File: src/rtl/uart_rx_io_if.sv
// IO bus bundle between the CPU-side register decoder and the UART receiver.
// The master drives address and read strobe; the slave returns data and the interrupt.
interface uart_rx_io_if;
    logic [13:0] IO_wordAddr_i;
    logic        IO_memRd_i;
    logic [31:0] IO_memRData_o;
    logic        rx_irq_o;

    modport master (
        output IO_wordAddr_i,
        output IO_memRd_i,
        input  IO_memRData_o,
        input  rx_irq_o
    );

    modport slave (
        input  IO_wordAddr_i,
        input  IO_memRd_i,
        output IO_memRData_o,
        output rx_irq_o
    );
endinterface

File: src/rtl/uart_rx_io.sv
// 8N1 UART receiver with a small circular receive FIFO and two memory-mapped
// registers: RX_DAT (head byte, pops on read) and RX_STAT (flags, clear on read).
module uart_rx_io #(
    parameter int CLKS_PER_BIT = 868,
    parameter int FIFO_DEPTH   = 8,
    parameter int RX_DAT_bit   = 3,
    parameter int RX_STAT_bit  = 4
) (
    input  logic          clk_i,
    input  logic          resetn_i,
    input  logic          rxd_i,
    uart_rx_io_if.slave   io
);

    localparam int PTR_W = $clog2(FIFO_DEPTH);
    localparam int CNT_W = PTR_W + 1;
    localparam int TMR_W = $clog2(CLKS_PER_BIT + 1);

    localparam logic [TMR_W-1:0] HALF_LOAD = TMR_W'(CLKS_PER_BIT / 2 - 1);
    localparam logic [TMR_W-1:0] FULL_LOAD = TMR_W'(CLKS_PER_BIT - 1);
    localparam logic [CNT_W-1:0] DEPTH_CNT = CNT_W'(FIFO_DEPTH);

    typedef enum logic [2:0] {
        S_IDLE,
        S_START,
        S_DATA,
        S_STOP,
        S_WAIT_HIGH
    } state_t;

    // Line synchronizer, reset to the idle-high level
    logic r_rxd_meta;
    logic r_rxd_sync;

    // NOTE: sequential state always uses non-blocking (<=) so every flop samples pre-edge values.
    always_ff @(posedge clk_i or negedge resetn_i) begin
        if (!resetn_i) begin
            r_rxd_meta <= 1'b1;
            r_rxd_sync <= 1'b1;
        end else begin
            r_rxd_meta <= rxd_i;
            r_rxd_sync <= r_rxd_meta;
        end
    end

    state_t           r_state;
    logic [TMR_W-1:0] r_clk_cnt;
    logic [2:0]       r_bit_idx;
    logic [7:0]       r_shift;

    logic w_cnt_zero;
    logic w_stop_sample;
    logic w_push;
    logic w_frame_evt;

    assign w_cnt_zero    = (r_clk_cnt == '0);
    assign w_stop_sample = (r_state == S_STOP) && w_cnt_zero;
    assign w_push        = w_stop_sample &&  r_rxd_sync;
    assign w_frame_evt   = w_stop_sample && !r_rxd_sync;

    always_ff @(posedge clk_i or negedge resetn_i) begin
        if (!resetn_i) begin
            r_state   <= S_IDLE;
            r_clk_cnt <= '0;
            r_bit_idx <= '0;
            r_shift   <= '0;
        end else begin
            case (r_state)
                S_IDLE: begin
                    if (!r_rxd_sync) begin
                        r_state   <= S_START;
                        r_clk_cnt <= HALF_LOAD;
                    end
                end
                S_START: begin
                    if (!w_cnt_zero) begin
                        r_clk_cnt <= r_clk_cnt - 1'b1;
                    end else if (!r_rxd_sync) begin
                        r_state   <= S_DATA;
                        r_clk_cnt <= FULL_LOAD;
                        r_bit_idx <= '0;
                    end else begin
                        r_state <= S_IDLE;  // too short to be a start bit
                    end
                end
                S_DATA: begin
                    if (!w_cnt_zero) begin
                        r_clk_cnt <= r_clk_cnt - 1'b1;
                    end else begin
                        r_shift   <= {r_rxd_sync, r_shift[7:1]};
                        r_clk_cnt <= FULL_LOAD;
                        if (r_bit_idx == 3'd7) begin
                            r_state <= S_STOP;
                        end else begin
                            r_bit_idx <= r_bit_idx + 1'b1;
                        end
                    end
                end
                S_STOP: begin
                    if (!w_cnt_zero) begin
                        r_clk_cnt <= r_clk_cnt - 1'b1;
                    end else begin
                        r_state <= r_rxd_sync ? S_IDLE : S_WAIT_HIGH;
                    end
                end
                S_WAIT_HIGH: begin
                    if (r_rxd_sync) begin
                        r_state <= S_IDLE;
                    end
                end
                default: r_state <= S_IDLE;
            endcase
        end
    end

    // Register decode
    logic w_sel_dat;
    logic w_sel_stat;
    logic w_stat_clr;
    logic w_not_empty;
    logic w_full;
    logic w_pop;
    logic w_push_acc;
    logic w_ovr_set;

    logic [PTR_W-1:0] r_wr_ptr;
    logic [PTR_W-1:0] r_rd_ptr;
    logic [CNT_W-1:0] r_count;
    logic [7:0]       r_mem [FIFO_DEPTH];
    logic             r_overrun;
    logic             r_frame_err;

    assign w_sel_dat   = io.IO_wordAddr_i[RX_DAT_bit];
    assign w_sel_stat  = io.IO_wordAddr_i[RX_STAT_bit];
    assign w_stat_clr  = io.IO_memRd_i && w_sel_stat;
    assign w_not_empty = (r_count != '0);
    assign w_full      = (r_count == DEPTH_CNT);
    assign w_pop       = io.IO_memRd_i && w_sel_dat && w_not_empty;
    // A pop on the same edge frees the slot, so a full FIFO still accepts.
    assign w_push_acc  = w_push && (!w_full || w_pop);
    assign w_ovr_set   = w_push && w_full && !w_pop;

    // NOTE: FIFO storage has no reset; the count and pointers alone define which entries are valid.
    always_ff @(posedge clk_i) begin
        if (w_push_acc) begin
            r_mem[r_wr_ptr] <= r_shift;
        end
    end

    always_ff @(posedge clk_i or negedge resetn_i) begin
        if (!resetn_i) begin
            r_wr_ptr    <= '0;
            r_rd_ptr    <= '0;
            r_count     <= '0;
            r_overrun   <= 1'b0;
            r_frame_err <= 1'b0;
        end else begin
            if (w_push_acc) r_wr_ptr <= r_wr_ptr + 1'b1;
            if (w_pop)      r_rd_ptr <= r_rd_ptr + 1'b1;
            case ({w_push_acc, w_pop})
                2'b10:   r_count <= r_count + 1'b1;
                2'b01:   r_count <= r_count - 1'b1;
                default: r_count <= r_count;
            endcase
            // Set wins over clear-on-read so no event is lost
            r_overrun   <= w_ovr_set   || (r_overrun   && !w_stat_clr);
            r_frame_err <= w_frame_evt || (r_frame_err && !w_stat_clr);
        end
    end

    logic [31:0] w_dat_val;
    logic [31:0] w_stat_val;

    // NOTE: every always_comb output gets a default first so no path can infer a latch.
    always_comb begin
        w_dat_val  = 32'b0;
        w_stat_val = 32'b0;
        if (w_sel_dat && w_not_empty) begin
            w_dat_val = {24'b0, r_mem[r_rd_ptr]};
        end
        if (w_sel_stat) begin
            w_stat_val = {28'b0, w_full, r_overrun, r_frame_err, w_not_empty};
        end
    end

    assign io.IO_memRData_o = w_dat_val | w_stat_val;
    assign io.rx_irq_o      = w_not_empty;

endmodule

File: src/flat_wrapper.sv
// flat-port wrapper written by rule: the top's interface ports become plain ports
module uart_rx_io_flat 
#(
    parameter int CLKS_PER_BIT = 868,
    parameter int FIFO_DEPTH   = 8,
    parameter int RX_DAT_bit   = 3,
    parameter int RX_STAT_bit  = 4
)
  (clk_i, resetn_i, rxd_i, io_IO_wordAddr_i, io_IO_memRd_i, io_IO_memRData_o, io_rx_irq_o);
  uart_rx_io_if io_i ();
  input  logic clk_i;
  input  logic resetn_i;
  input  logic rxd_i;
  input wire logic [$bits(io_i.IO_wordAddr_i)-1:0] io_IO_wordAddr_i;
  input wire logic [$bits(io_i.IO_memRd_i)-1:0] io_IO_memRd_i;
  output wire logic [$bits(io_i.IO_memRData_o)-1:0] io_IO_memRData_o;
  output wire logic [$bits(io_i.rx_irq_o)-1:0] io_rx_irq_o;
  assign io_i.IO_wordAddr_i = io_IO_wordAddr_i;
  assign io_i.IO_memRd_i = io_IO_memRd_i;
  assign io_IO_memRData_o = io_i.IO_memRData_o;
  assign io_rx_irq_o = io_i.rx_irq_o;
  uart_rx_io #(.CLKS_PER_BIT(CLKS_PER_BIT), .FIFO_DEPTH(FIFO_DEPTH), .RX_DAT_bit(RX_DAT_bit), .RX_STAT_bit(RX_STAT_bit)) u_core (.clk_i(clk_i), .resetn_i(resetn_i), .rxd_i(rxd_i), .io(io_i));
endmodule
File: config.mk
export PLATFORM = sky130hd
export DESIGN_NAME = uart_rx_io_flat
export DESIGN_NICKNAME = d
export VERILOG_FILES = /design/src/rtl/uart_rx_io_if.sv /design/src/rtl/uart_rx_io.sv /design/src/flat_wrapper.sv
export SDC_FILE = /design/constraint.sdc
export NUM_CORES = 1
export LEC_CHECK = 0
export ABC_AREA = 1
export CORE_MARGIN = 10
export CORE_UTILIZATION = 45
export DETAILED_ROUTE_END_ITERATION = 10
export GPL_ROUTABILITY_DRIVEN = 0
export PLACE_DENSITY = 0.66
export SLEW_MARGIN = 25
export SYNTH_ARGS = -nofsm -noshare
export SYNTH_HDL_FRONTEND = slang
export SYNTH_SLANG_ARGS = --single-unit
File: constraint.sdc
create_clock -name clk_i -period 3.6 [get_ports clk_i]
set_input_delay 0.36 -clock clk_i [delete_from_list [all_inputs] [get_ports clk_i]]
set_output_delay 0.36 -clock clk_i [all_outputs]
set_load 0.1 [all_outputs]
# After elaboration in Yosys (flattened, before gate mapping)
# Memories as Yosys holds them, arrays and structs flattened.
# Cells that the tools add are included.
dict set report totals {
  reg_bits 38
  ramBits 64
  in_bits 18
  out_inout_bits 33
  word_cells 91
  memories 1
}
dict set report op_classes {
  add_sub_neg 6
  eq_ne 18
  mux 25
  n_bitwise 1
  reduce_logical 29
}
# memory words word_bits rd rd_clocked_by_memory_dff wr line
set mem_list {}
lappend mem_list {u_core.r_mem 8 8 1 0 1 uart_rx_io.sv:129} ;# logic [7:0] r_mem [FIFO_DEPTH];
# cell n
set ops {}
lappend ops {{10-bit two-way mux} 5}
lappend ops {{10-bit one-hot mux with 4 select lines} 1}
lappend ops {{3-bit two-way mux} 11}
lappend ops {{32-bit OR} 1}
lappend ops {{3-bit one-hot mux with 5 select lines} 1}
lappend ops {{1-bit logical AND} 12}
lappend ops {{10-bit zero test} 1}
lappend ops {{2-bit by 1-bit != test with 1-bit output, second input constant} 5}
lappend ops {{10-bit by 1-bit subtractor with 10-bit output, second input constant} 1}
lappend ops {{3-bit by 1-bit adder with 3-bit output, second input constant} 3}
lappend ops {{8-bit two-way mux} 1}
lappend ops {{2-bit != test, second input constant} 4}
lappend ops {{4-bit one-hot mux with 2 select lines} 1}
lappend ops {{4-bit nonzero test} 2}
lappend ops {{3-bit by 2-bit == test with 1-bit output, second input constant} 2}
lappend ops {{3-bit == test, second input constant} 2}
lappend ops {{3-bit one-hot mux with 2 select lines} 1}
lappend ops {{6-bit AND reduction} 1}
lappend ops {{5-bit AND reduction} 1}
lappend ops {{4-bit by 1-bit adder with 4-bit output, second input constant} 1}
lappend ops {{4-bit == test, second input constant} 1}
lappend ops {{1-bit zero test} 4}
lappend ops {{4-bit two-way mux} 1}
lappend ops {{4-bit AND reduction} 1}
lappend ops {{11 further kinds} 15}

# Logic depth before layout (Yosys ltp)
dict set report depth {
  word_depth 6
  mapped_depth 14
  ltp_nobuf 14
}

# Worst setup path before layout
# No wires, ideal clock.
dict set report synth_path {
  path_type {reg2out}
  startpoint {reg u_core.r_count[0]}
  endpoint {out io_IO_memRData_o[4]}
  t_arrival_ns 2.822
  required_ns 3.240
  slack_ns 0.418
  stages_incl_launch_ff 7
  path_buffers 0
  cell_sequence {dfrtp_1 > nor2_1 > nand3_2 > nand2_2 > inv_1 > o21ai_0 > a31oi_1}
}
dict set report synth_via {
  elab_chain_len 4
}
# item line
set synth_lines {}
lappend synth_lines {{from (decl)} uart_rx_io.sv:128} ;# logic [CNT_W-1:0] r_count;
lappend synth_lines {{from (signal assigned)} uart_rx_io.sv:161} ;# 2'b10: r_count <= r_count + 1'b1;
lappend synth_lines {{from (signal assigned)} uart_rx_io.sv:162} ;# 2'b01: r_count <= r_count - 1'b1;
lappend synth_lines {{from (signal assigned)} uart_rx_io.sv:163} ;# default: r_count <= r_count;
lappend synth_lines {{4-bit nonzero test} uart_rx_io.sv:136} ;# assign w_not_empty = (r_count != '0);
lappend synth_lines {{named net io_rx_irq_o} flat_wrapper.sv:17} ;# output wire logic [$bits(io_i.rx_irq_o)-1:0] io_rx_irq_o;
lappend synth_lines {{1-bit logical AND} uart_rx_io.sv:178} ;# if (w_sel_dat && w_not_empty) begin
lappend synth_lines {{8-bit two-way mux} uart_rx_io.sv:178}
lappend synth_lines {{32-bit OR} uart_rx_io.sv:186} ;# assign io.IO_memRData_o = w_dat_val | w_stat_val;
lappend synth_lines {{to (decl)} flat_wrapper.sv:16} ;# output wire logic [$bits(io_i.IO_memRData_o)-1:0] io_IO_memRData_o;
# The timed path passes the listed nets, and every way through them passes these cells.

# Worst setup path after layout
dict set report layout_path {
  startpoint {reg u_core.r_rd_ptr[0]}
  endpoint {out io_IO_memRData_o[4]}
}
dict set report layout_via {
  elab_chain_len 3
}
# item line
set layout_lines {}
lappend layout_lines {{from (decl)} uart_rx_io.sv:127} ;# logic [PTR_W-1:0] r_rd_ptr;
lappend layout_lines {{from (signal assigned)} uart_rx_io.sv:159} ;# if (w_pop) r_rd_ptr <= r_rd_ptr + 1'b1;
lappend layout_lines {{memory read 8 x 8 bit} n/a}
lappend layout_lines {{8-bit two-way mux} uart_rx_io.sv:178}
lappend layout_lines {{32-bit OR} uart_rx_io.sv:186}
# No other way between the ends.

==> flow_summary_export.csv <==
group,metric,value,unit
global_routing,global_route.usage.total,12.51,%
layout,mostFrequentLayoutCell,"edfxtp_1",
die,core-area,10230,µm²
sta,finalCritPeriodShare,75.19,%
sta,worst_slew_margin_rel,35.41,%
cts,clock_latency_on_the_worst_skew_pair,360,ps
yosys,ys_seq_elements,102,
layout,nFillCells,947,
placement,dp.cells,595,
drt,totalWireLength,9.208,mm
worst_setup_path,timing.critical_path.slowest_cell_delay,550,ps
layout,relative_area_change_from_synthesis_to_final_layout,9.447,%
drt,initialDrtViolationCount,253,
power,power.leakage,0.002095,µW
sta,maxClockFrequency,369.4,MHz
worst_setup_path,setup.worst_path.start_class,"register",
worst_setup_path,path_common_cell,"o21ai_0",
placement,hpwlAfterDp,6.256,mm
worst_setup_path,worst_setup_path_class,"reg2out",
placement,port-buffer-count,14,
cts,clock_path_buffers,2,
cts,cts_resized,0,
drt,drcViolationCount,0,
global_routing,first_global_vias,2937,
cts,clock_tree.root_cell,"clkbuf_8",
drt,total_via_count_in_the_routed_design,3119,
run_status,outcome,"completed",
sta,drv_slew,0,
worst_setup_path,worst_ep_arrival_time,2350,ps
cts,numCtsBuffers,9,
sta,rsz0062_at_grt,"no",
yosys,synth_area_leaders,"edfxtp_1, dfrtp_1, o21ai_0, nor2_1, nand2_1",
layout,insertedDiodeCount,0,
global_routing,grt_first_pass_wirelength,14.61,mm
cts,cts.repair_timing.setup_buffer_count,0,
worst_setup_path,crit_path_end_kind,"output port",
cts,cts.sink_count,102,
yosys,ys_seq_area_share,61.67,%
yosys,cell_count_after_synthesis,445,
drt,detail_route.first_pass.iterations,4,
layout,postLayoutCoreUtil,49.87,%
yosys,synthDominantCellAreaShare,41.22,%
yosys,avgSynthCellArea,10.48,µm²
layout,final-instance-count-excl-fill,611,
run,max-cap-violations,0,
drt,route.detailed.vias_per_inst,5.105,
die,die_y,121.8,µm
yosys,synth_largest_area_cell,"edfxtp_1",
worst_setup_path,timing.critical_path.slowest_stage_cell,"inv_1",
drt,wl_per_cell,15.07,µm
cts,cts_htree_levels,3,
layout,commonest_cells_after_routing_fill_and_taps_aside,"edfxtp_1, nor2_1, nand2_1, o21ai_0, inv_1",
global_routing,overflow,0,
yosys,synth_cell_type_count,33,
hold_path,min-delay-path-class,"in2async",
power,max-vdd-ir-drop,0.2949,mV
yosys,synth_enable_flop_cells,64,
die,die_width,121.8,µm
global_routing,grt_antenna_before_repair,0,
layout,drive_gt1_share,11.58,%
placement,placement.setup.worst_slack,1182,ps
sta,finalClockSkew,13.49,ps
sta,tns,0,ps
worst_setup_path,maximum_fanout_encountered_on_the_critical_timing_path,25,
sta,fin_crit,2707,ps
yosys,yosysWarnings,0,
sta,max_slew.worst_pin.slew,965.8,ps
yosys,synth-async-reset-ratio,37.25,%
sta,hold-worst-slack,87.29,ps
yosys,mappedNetlistArea,4662,µm²
global_routing,grt_start_max_net_pins,39,
layout,finalNetCount,494,
sta,setup_viol,0,
die,design.portCount,51,
power,power-per-cell-area,642.5,nW/µm²
cts,count_of_hold_fix_buffers_inserted_at_cts,0,
die,die_area,14830,µm²
die,placement_rows,37,
yosys,synth_ff_type,"edfxtp_1",
worst_setup_path,cp_data_required_time,3240,ps
drt,postRouteAntennaNets,0,
cts,clk_transition_reported_paths,100,ps
sta,finalWorstSetupSlack,893.0,ps
die,floorplan.initialDensity,45.57,%
cts,cts_tree,"built",
worst_setup_path,critical_path.cell_chain,"inv_1 -> o21ai_0 -> o22ai_1 -> o21ai_0 -> a31oi_1 -> buf_4",
sta,finalHoldViolations,0,
## sequential cells by signal, indices dropped and copies added, names as in the netlist
signal / flops
u_core.r_frame_err: 1
u_core.r_count: 4
u_core.r_shift: 8
u_core.r_bit_idx: 3
u_core.r_rxd_sync: 1
u_core.r_mem: 64
u_core.r_state: 3
u_core.r_wr_ptr: 3
u_core.r_clk_cnt: 10
u_core.r_rd_ptr: 3
u_core.r_rxd_meta: 1
u_core.r_overrun: 1
## area by class of cell
cell class | count | area [µm²] | share of cell area, %
inverters | 41 | 153.9 | 3.016
multi-input cells | 291 | 1501 | 29.43
repair buffers | 25 | 197.7 | 3.874
clock inverters | 7 | 80.08 | 1.569
well taps | 136 | 170.2 | 3.335
flip-flops and latches | 102 | 2875 | 56.35
clock buffers | 9 | 123.9 | 2.428
## final timing paths
check                      cells past startpoint             endpoint                 from  slack [ps]
setup / recovery                               6  io_IO_memRData_o[4]   u_core.r_rd_ptr[0]         890
hold / removal                                 1   u_core.r_rd_ptr[1]             resetn_i          90
setup reg to reg                              10   u_core.r_mem[6][2]  u_core.r_clk_cnt[0]        1240
hold reg to reg                                0    u_core.r_rxd_sync    u_core.r_rxd_meta         360
max in group asynchronous                      1   u_core.r_wr_ptr[1]             resetn_i        2970
min in group clk_i                             0    u_core.r_rxd_sync    u_core.r_rxd_meta         360
## per-layer routing
layer / wire length, µm / part of all wire [%] / global-route usage, % / vias to the layer above
met4: 160 / 1.7 / 4.471 / 0
met1: 3862 / 42 / 15.31 / 1493
met3: 615 / 6.7 / 3.006 / 13
met5: 0 / 0 / 0 / -
met2: 4569 / 50 / 21.06 / 93
li1: - / - / - / 1520
## logic make-up (layout without fill, tap and decap cells)
family / after synthesis / in the layout / synth area share [%]
flops: 102 / 102 / 61.67
simple gates: 161 / 161 / 15.19
fa+ha+maj: 6 / 6 / 1.610
compound gates: 88 / 88 / 11.22
xor+xnor: 12 / 12 / 2.255
other cells: 1 / 24 / 0.08044
buf+inv: 75 / 82 / 7.971
## synth_stat cells, drive strengths merged, types with 5 or more instances
cell type and count:
clkbuf 10, o21ai 57, xor2 9, nor2 68, a31oi 5, ha 6, nor3 12, edfxtp 64
nand3 14, buf 24, nand2 65, inv 41, o221ai 7, dfrtp 36, o22ai 7
## power by group
group	internal (µW)	switching (µW)	total, µW	leakage [µW]
combinational	286	948	1230	0.000920
sequential	1270	40.7	1310	0.00107
clock	332	399	731	0.000104
## critical path: cells and delay by family, from the launching register on
family	cells	cell delay [ps]
AO/OA/AOI/OAI	4	710
buffers and inverters	2	880
flip-flops	1	380
## stage by stage
stage | total power [µW] | instance area, µm²
finish | 3278 | 5102
global placement | 2557 | 4898
global route | 3451 | 5102
detailed placement | 2583 | 4898
CTS | 3308 | 5102
floorplan | 2327 | 4748
Note: power is estimated with default switching activity, not from simulation.
